### src/rtl/fc_argmax.sv
// rtl/fc_argmax.sv - sequential float32 argmax over a captured score vector
// Snapshot on start, scan one element per cycle, publish index/value on done.
module fc_argmax #(
  parameter int DATA_WIDTH  = 32,
  parameter int NUM_CLASSES = 32,
  parameter int IDX_WIDTH   = $clog2(NUM_CLASSES)
) (
  input  logic                              clk,
  input  logic                              reset,
  input  logic                              start,
  input  logic [DATA_WIDTH*NUM_CLASSES-1:0] scores_in,
  output logic                              busy,
  output logic                              done,
  output logic [IDX_WIDTH-1:0]              class_idx,
  output logic [DATA_WIDTH-1:0]             class_score,
  output logic                              all_nan
);

  typedef enum logic [1:0] {IDLE, SCAN, DONE} state_t;

  localparam logic [IDX_WIDTH-1:0]  LAST_IDX = IDX_WIDTH'(NUM_CLASSES - 1);
  localparam logic [DATA_WIDTH-1:0] NEG_INF  = 32'hFF80_0000;
  localparam logic [DATA_WIDTH-1:0] QNAN     = 32'h7FC0_0000;

  state_t                            state, state_next;
  logic [DATA_WIDTH*NUM_CLASSES-1:0] snapshot;
  logic [IDX_WIDTH-1:0]              cnt;
  logic [IDX_WIDTH-1:0]              best_idx;
  logic [DATA_WIDTH-1:0]             best_val;
  logic                              found;
  logic [DATA_WIDTH-1:0]             elem;
  logic                              elem_nan;
  logic                              take;

  // Sign-magnitude ordering; +0/-0 are equal, inf is ordinary, NaN excluded by caller.
  function automatic logic fp_gt(input logic [31:0] a, input logic [31:0] b);
    logic a_zero, b_zero;
    a_zero = (a[30:0] == 31'd0);
    b_zero = (b[30:0] == 31'd0);
    if (a_zero && b_zero)       fp_gt = 1'b0;
    else if (!a[31] && b[31])   fp_gt = 1'b1;
    else if (a[31] && !b[31])   fp_gt = 1'b0;
    else if (!a[31])            fp_gt = (a[30:0] > b[30:0]);
    else                        fp_gt = (a[30:0] < b[30:0]);
  endfunction

  assign elem     = snapshot[DATA_WIDTH*cnt +: DATA_WIDTH];
  assign elem_nan = (elem[30:23] == 8'hFF) && (elem[22:0] != 23'd0);
  assign take     = !elem_nan && (!found || fp_gt(elem, best_val));

  always_ff @(posedge clk or posedge reset) begin
    if (reset) state <= IDLE;
    else       state <= state_next;
  end

  always_comb begin
    state_next = state;
    case (state)
      IDLE:    if (start) state_next = SCAN;
      SCAN:    if (cnt == LAST_IDX) state_next = DONE;
      DONE:    state_next = IDLE;
      default: state_next = IDLE;
    endcase
  end

  // Snapshot content is don't-care after reset, so it carries no reset.
  always_ff @(posedge clk) begin
    if (state == IDLE && start) snapshot <= scores_in;
  end

  always_ff @(posedge clk or posedge reset) begin
    if (reset) begin
      cnt         <= '0;
      best_idx    <= '0;
      best_val    <= '0;
      found       <= 1'b0;
      busy        <= 1'b0;
      done        <= 1'b0;
      class_idx   <= '0;
      class_score <= '0;
      all_nan     <= 1'b0;
    end else begin
      done <= 1'b0;
      case (state)
        IDLE: begin
          if (start) begin
            cnt      <= '0;
            best_idx <= '0;
            best_val <= NEG_INF;
            found    <= 1'b0;
            busy     <= 1'b1;
          end
        end
        SCAN: begin
          if (take) begin
            best_idx <= cnt;
            best_val <= elem;
          end
          if (!elem_nan) found <= 1'b1;
          if (cnt != LAST_IDX) cnt <= cnt + 1'b1;
        end
        DONE: begin
          class_idx   <= best_idx;
          class_score <= found ? best_val : QNAN;
          all_nan     <= !found;
          done        <= 1'b1;
          busy        <= 1'b0;
        end
        default: ;
      endcase
    end
  end

endmodule

### config.mk
export PLATFORM = sky130hd
export DESIGN_NAME = fc_argmax
export DESIGN_NICKNAME = d
export VERILOG_FILES = /design/src/rtl/fc_argmax.sv
export SDC_FILE = /design/constraint.sdc
export NUM_CORES = 1
export LEC_CHECK = 0
export BUFFER_PORTS_ARGS = -buffer_cell sky130_fd_sc_hd__buf_2
export CAP_MARGIN = 10
export CORE_AREA = 2 2 418 420
export DETAILED_ROUTE_END_ITERATION = 16
export DIE_AREA = 0 0 420 422
export SETUP_SLACK_MARGIN = 0.2
export SKIP_LAST_GASP = 1
export SYNTH_ARGS = -nofsm -noshare
export SYNTH_HDL_FRONTEND = slang
export SYNTH_SLANG_ARGS = --single-unit
### constraint.sdc
create_clock -name clk -period 35.7 [get_ports clk]
set_input_delay 7.14 -clock clk [delete_from_list [all_inputs] [get_ports clk]]
set_output_delay 7.14 -clock clk [all_outputs]
set_load 0.05 [all_outputs]
==> flow_summary.toml, run 1 <==
[status]
status = "complete, no violations"

[die]
die_x_um = 420
die_height_um = 422
initial_core_util_pct = 25.19
die_area_mm2 = 0.1772
io_pins = 1067
rows = 153
core_area_mm2 = 0.1729

[route]
wire_per_inst_um = 30.01
wl_mm = 175.8
vias = 27436
drcViolationCount = 0
drt_iter0_markers = 2980
antenna_left = 0
drtPass1Iterations = 5
via_per_inst = 4.684

[timing]
layout_min_cycle_time_ps = 9590
setup_ws_ps = 26110
fin_crit_sh_pct = 26.86
fmax_ghz = 0.1043
skew_ps = 28.76
final_max_slew_viol_count = 0
slew_headroom_pct = 10.98
rsz0062_at_grt = "no"
setup_tns_ps = 0
worstMarginPinSlew_ps = 1321
setup_viol = 0
finalHoldViolCount = 0

[logic_synthesis]
synth-seq-cells = 1109
synthCells = 2267
syn_area_mm2 = 0.04354
synth_top_area_cell = "edfxtp_1"
synth_edf_count = 1024
yosys_warnings = 0
syn_avg_cell_area_um2 = 19.21
synth_area_leaders = "edfxtp_1, mux4_2, dfrtp_1"
synth_nets = 3327
synth-async-reset-ratio_pct = 7.665
synth_cell_types = 61
synth_top_area_share_pct = 70.62
yosysSeqAreaShare_pct = 75.51
yosys_most_used_dff = "edfxtp_1"

[global_route]
grt_pass1_vias = 27059
grt_pass1_wl_mm = 230.1
grt_max_degree = 177
grt_usage_pct = 19.24
antenna_found_initial = 77
grt_overflow = 0

[power_and_ir_drop]
p_per_area_mw_per_mm2 = 83.75
total_leakage_power_nw = 20.56
worst_ir_drop_vdd_mv = 0.04827

[finish]
fin_nets = 4457
layout-drive-gt1-share_pct = 43.02
syn2layout_area_growth_pct = 27.56

[placed_design]
dp_hpwl_mm = 134.4
port_buffers = 1066
place_ws_ps = 25410
routabilityCongestion = 0.9348

[cts]
cts_tree = "done"
h-tree-depth = 3
clock-sinks = 1109
postCtsSetupRepairBufs = 0
clock_path_buffers = 3
cts_buffers = 119
ctsResizeCount = 0
cts_root_buffer = "clkbuf_16"
clk_latency_ps = 780
holdBufCountCts = 0
clk_pin_slew_ps = 60

[critical_path]
startpoint_type = "input pin"
critPathKind = "in -> reg"
cp_num_buf_inv = 4
worst_setup_path_end_kind = "register"
worst-path-max-fanout = 168
worst_ep_required_time_ps = 36070
crit_slowest_cell = "buf_4"
cp.arrival_ps = 9960
crit_family = "buffers and inverters"
path_cells = "buf_2 > nand2_1 > inv_8 > buf_4 > buf_12"
cpPeakStageDelay_ps = 780

[run]
cap_viol_max_count = 0

[worst_hold_path]
holdCritPathClass = "reg -> reg"
==> cells in the final DEF, fill, tap and decap left out, types with 9 or more instances in the layout <==
| cell | n |
|---|---|
| mux2i_1 | 209 |
| o22ai_1 | 16 |
| diode_2 | 37 |
| a22oi_1 | 21 |
| buf_4 | 64 |
| edfxtp_1 | 1024 |
| a21oi_1 | 58 |
| mux2_2 | 20 |
| bufinv_16 | 9 |
| nor3_1 | 12 |
| clkbuf_16 | 120 |
| o221ai_1 | 31 |
| o21ai_0 | 70 |
| o2bb2ai_1 | 32 |
| nand3_1 | 17 |
| inv_1 | 55 |
| a221oi_1 | 40 |
| buf_2 | 1066 |
| a21o_1 | 13 |
| clkinv_1 | 28 |
| nand2_1 | 98 |
| clkbuf_1 | 21 |
| dfrtp_1 | 80 |
| mux4_2 | 152 |
| nand4_1 | 16 |
| ha_1 | 33 |
| nor2_1 | 19 |
| clkinv_2 | 24 |
==> worst paths after layout <==
path,from,end,slack [ps],cells after the start
worst max-delay path,start,snapshot[856]$_DFFE_PP_,26110,5
worst min-delay path,class_score[25]$_DFFE_PP0P_,class_score[25]$_DFFE_PP0P_,470,1
worst max register to register,cnt[0]$_DFFE_PP0P_,best_val[5]$_DFFE_PP0P_,28170,18
worst min register to register,class_score[25]$_DFFE_PP0P_,class_score[25]$_DFFE_PP0P_,470,1
max in group asynchronous,reset,cnt[1]$_DFFE_PP0P_,28160,3
min in group asynchronous,reset,class_idx[1]$_DFFE_PP0P_,6730,3
==> where the power goes <==
group	switching (mW)	leakage, nW	internal (mW)
clock network	0.542	1.86	0.687
logic	1.05	8.41	0.570
registers	0.124	10.3	1.68
total	1.71	20.6	2.94
==> sequential cells by signal, indices dropped and copies added, names as in the netlist <==
register     flops
all_nan          1
best_idx         5
best_val        32
busy             1
class_idx        5
class_score     32
cnt              5
done             1
found            1
snapshot      1024
state            2
==> layout make-up <==
| cell class | instances | area, µm² |
|---|---|---|
| Inverter | 61 | 239.0 |
| Sequential cell | 1109 | 32900 |
| Clock inverter | 77 | 695.7 |
| Clock buffer | 143 | 3109 |
| Multi-Input combinational cell | 972 | 9706 |
| Antenna cell | 37 | 92.59 |
| Timing Repair Buffer | 1134 | 5896 |
| Tap cell | 2325 | 2909 |
| Fill cell | 16933 | 117300 |
==> cell families (layout without fill, tap and decap cells) <==
logic type / after synthesis / in the layout / synth area share [%]
XOR/XNOR: 1 / 1 / 0.02012
flip-flops: 1109 / 1109 / 75.51
multiplexers: 383 / 383 / 13.24
AND/OR/NAND/NOR: 211 / 211 / 2.330
AO/OA/AOI/OAI: 344 / 344 / 5.603
other: 0 / 37 / 0
buffers and inverters: 186 / 1415 / 2.356
adder cells (fa/ha/maj): 33 / 33 / 0.9483
==> per-stage QoR <==
| stage | area [µm²] | total power [mW] | util [%] | hold WS, ps | std cells |
|---|---|---|---|---|---|
| after floorplan | 43540 | 2.985 | - | 452.3 | 2267 |
| after global placement | 51630 | 3.470 | 29.87 | 459.0 | 5599 |
| after detailed placement | 51630 | 3.489 | 29.87 | 464.8 | 5599 |
| after CTS | 55430 | 4.726 | 32.07 | 478.5 | 5819 |
| after global routing | 55510 | 4.867 | 32.11 | 492.8 | 5847 |
| final | 55540 | 4.651 | 32.13 | 473.3 | 5858 |
==> cells in the mapped netlist, types with 7 or more instances <==
cell type	instances
edfxtp_1	1024
a22oi_1	21
nand3_1	18
a211o_1	8
nor2_1	22
dfrtp_1	85
o22ai_1	17
nor4_1	7
buf_4	16
and2_1	7
nor3_1	12
inv_1	58
a211oi_1	7
buf_2	34
mux2_2	20
a21oi_1	58
nand4_1	16
mux2i_1	209
a221o_1	7
buf_6	30
nand2_1	98
nor2b_1	7
a221oi_1	40
a21o_1	13
o21ai_0	70
o2bb2ai_1	32
mux4_2	152
clkbuf_1	40
a22o_1	8
a2bb2oi_1	7
o221ai_1	31
ha_1	33
==> metal layers <==
metal / global-route usage (%) / routed length (µm) / vias to the layer above
met3: 4.569 / 13150 / 279
li1: - / - / 11586
met4: 6.295 / 4549 / 38
met2: 32.03 / 87540 / 1392
met1: 24.50 / 70320 / 14141
met5: 0 / 222 / -
Power figures use the tool's default switching activity.
==> run 2: changes to the inputs <==
--- a/config.mk
+++ b/config.mk
@@ -5,11 +5,12 @@
 export SDC_FILE = /design/constraint.sdc
 export NUM_CORES = 1
 export LEC_CHECK = 0
+export ABC_AREA = 1
 export BUFFER_PORTS_ARGS = -buffer_cell sky130_fd_sc_hd__buf_2
 export CAP_MARGIN = 10
-export CORE_AREA = 2 2 418 420
+export CORE_AREA = 2 2 419 421
 export DETAILED_ROUTE_END_ITERATION = 16
-export DIE_AREA = 0 0 420 422
+export DIE_AREA = 0 0 421 423
 export SETUP_SLACK_MARGIN = 0.2
 export SKIP_LAST_GASP = 1
 export SYNTH_ARGS = -nofsm -noshare
==> constraint.sdc (replaced) <==
create_clock -name clk -period 9 [get_ports clk]
set_input_delay 1.8 -clock clk [delete_from_list [all_inputs] [get_ports clk]]
set_output_delay 1.8 -clock clk [all_outputs]
set_load 0.05 [all_outputs]
==> run 2 against run 1 <==
  * Non-clock buffer count shrank 24
  * Clock power grew to 3.9 times the previous value
  * Routed wire length grew 3.0%
  * Die area grew 0.48%
  * Clock skew grew 32 ps
  * Sequential cell count is the same
  * Critical path depth grew 16
  * Largest cell class unchanged
  * Largest power group is now combinational logic
  * Highest routed layer unchanged
==> flow_summary.toml, run 2 <==
[logic_synthesis]
synth_common_cells = "edfxtp_1, nand2_1, nor2_1"
synth-async-reset-ratio_pct = 7.665
synth_nets = 5018
syn_area_mm2 = 0.04585
synth_top_area_share_pct = 67.07
synth_area_leaders = "edfxtp_1, nand2_1, nor2_1"
synth_top_area_cell = "edfxtp_1"
synth.most_common_cell = "edfxtp_1"
synth_cell_types = 36
synth_edf_count = 1024
synthCells = 3958
yosys_warnings = 0
syn_avg_cell_area_um2 = 11.58
synth-seq-cells = 1109
yosys_most_used_dff = "edfxtp_1"
yosysSeqAreaShare_pct = 71.71

[global_route]
grt_overflow = 0
grt_pass1_wl_mm = 248.9
grt_pass1_vias = 33799
antenna_found_initial = 101
grt_max_degree = 178
grt_usage_pct = 19.55

[power_and_ir_drop]
p_per_area_mw_per_mm2 = 340.3
clock_power_share_pct = 24.8
p_comb_share_pct = 39.0
seq_power_share_pct = 36.2
worst_ir_drop_vdd_mv = 0.4758
switching_share_pct = 41.71
total_leakage_power_nw = 22.66
net-switching-power_mw = 8.129
p_int_mw = 11.36

[finish]
syn2layout_area_growth_pct = 24.94
final_cell_mix = "buf_2, edfxtp_1, nand2_1, nor2_1, nand3_1"
seq_area_mm2 = 0.03289
final_common_cell = "buf_2"
fin_nets = 6013
largest_reg_flops = 1024
fill_cells = 17556
top_regs = "snapshot (1024), best_val (32), class_score (32)"
fin_area_mm2 = 0.05728
regMostFlops = "snapshot"
layout-drive-gt1-share_pct = 26.43
multiInputGateArea_mm2 = 0.01118

[placed_design]
dp_hpwl_mm = 131.6
place_area_mm2 = 0.05328
place_ws_ps = 3298
routabilityCongestion = 0.9216
port_buffers = 1066

[cts]
cts_root_buffer = "clkbuf_16"
clock-sinks = 1109
postCtsSetupRepairBufs = 0
cts_buffers = 116
holdBufCountCts = 0
clock_path_buffers = 3
clk_latency_ps = 770
h-tree-depth = 3
ctsResizeCount = 0
clk_pin_slew_ps = 60
cts_tree = "done"

[worst_hold_path]
holdCritPathClass = "reg -> reg"

[timing]
fin_crit_sh_pct = 62.53
final_max_slew_viol_count = 0
skew_ps = 60.54
slew_headroom_pct = 27.76
rsz0062_at_grt = "no"
layout_min_cycle_time_ps = 5628
setup_ws_ps = 3372
worstMarginPinSlew_ps = 1080
setup_viol = 0
fmax_ghz = 0.1777
finalHoldViolCount = 0

[critical_path]
crit_slowest_cell = "dfrtp_4"
path_common_cell = "nand2_1"
startpoint_type = "register"
worst_ep_required_time_ps = 9690
worst_setup_path_end_kind = "register"
worst-path-max-fanout = 37
cp.arrival_ps = 6320
critPathKind = "reg -> reg"
reg2reg_slack_ps = 3370
path_cells = "inv_4 > nand2_4 > inv_2 > a21oi_1 > nand2_1 > nand2_1 > inv_1 > ha_1 > nand4_1 > nor3_1 > a21oi_1 > nand2_1 > nand2_1 > nand2_1 > nand2_1 > inv_1 > nand2_1 > nand2_2 > buf_4 > nand3_2 > nand2_1"
cpPeakStageDelay_ps = 880

[die]
die_x_um = 421
die_height_um = 423
rows = 153
core_area_mm2 = 0.1732
initial_core_util_pct = 26.46
io_pins = 1067
die_area_mm2 = 0.1781

[run]
cap_viol_max_count = 0

[status]
status = "complete, no violations"

[route]
wire_per_inst_um = 24.27
drt_iter0_markers = 3843
vias = 34745
via_per_inst = 4.657
antenna_left = 0
drcViolationCount = 0
drtPass1Iterations = 6
wl_mm = 181.1
[run 2: routing by layer]
metal	up-vias	track usage (%)	wire [µm]
li1	15812	-	-
met1	16880	24.13	70110
met2	1655	32.39	89880
met3	356	4.486	13870
met4	42	9.107	7003
met5	-	0	228
[run 2: final timing paths]
| kind | from | endpoint | cells after the start |
|---|---|---|---|
| max | cnt[2]$_DFFE_PP0P_ | best_val[10]$_DFFE_PP0P_ | 21 |
| min | class_idx[0]$_DFFE_PP0P_ | class_idx[0]$_DFFE_PP0P_ | 2 |
| max reg2reg | cnt[2]$_DFFE_PP0P_ | best_val[10]$_DFFE_PP0P_ | 21 |
| min reg2reg | class_idx[0]$_DFFE_PP0P_ | class_idx[0]$_DFFE_PP0P_ | 2 |
| max in group asynchronous | reset | class_score[6]$_DFFE_PP0P_ | 3 |
| min in group asynchronous | reset | best_val[31]$_DFFE_PP0P_ | 2 |
[run 2: kinds of logic after synthesis]
family / after synthesis / share of synthesized area, %
AND/OR/NAND/NOR: 1959 / 17.57
flip-flops: 1109 / 71.71
AO/OA/AOI/OAI: 493 / 5.788
buffers and inverters: 364 / 4.028
adder cells (fa/ha/maj): 33 / 0.9006
[run 2: layout make-up]
type	instances	area share (%)
multi-input cells	2485	19.51
clock inverters	72	1.282
repair buffers	1110	10.09
inverters	131	0.9239
flip-flops and latches	1109	57.42
diodes	82	0.3582
well taps	2325	5.078
clock buffers	147	5.341
[run 2: through the flow]
stage	hold WS, ps	power, mW	std cells	TNS, ps	util (%)
final	469.5	19.49	7461	0	33.06
after global routing	506.7	20.69	7446	0	33.04
after global placement	459.6	14.83	7160	0	30.76
after floorplan	442.2	12.69	3958	-9271550	-
after detailed placement	462.6	14.87	7160	0	30.76
after CTS	478.0	19.73	7379	0	32.95
[run 2: power by group through the flow]
stage,clock (mW),sequential (mW),combinational (mW)
after CTS,4.93,7.06,7.74
after detailed placement,0,7.16,7.71
after global routing,5.12,7.12,8.45
final,4.84,7.06,7.60
after floorplan,0,7.65,5.03
after global placement,0,7.15,7.68
[run 2: worst max-delay path, delay by kind of cell (launching register included)]
kind | cells | cell delay (ps)
AO/OA/AOI/OAI | 2 | 590
adder cells (fa/ha/maj) | 1 | 310
buffers and inverters | 5 | 1640
flip-flops | 1 | 880
AND/OR/NAND/NOR | 13 | 2080
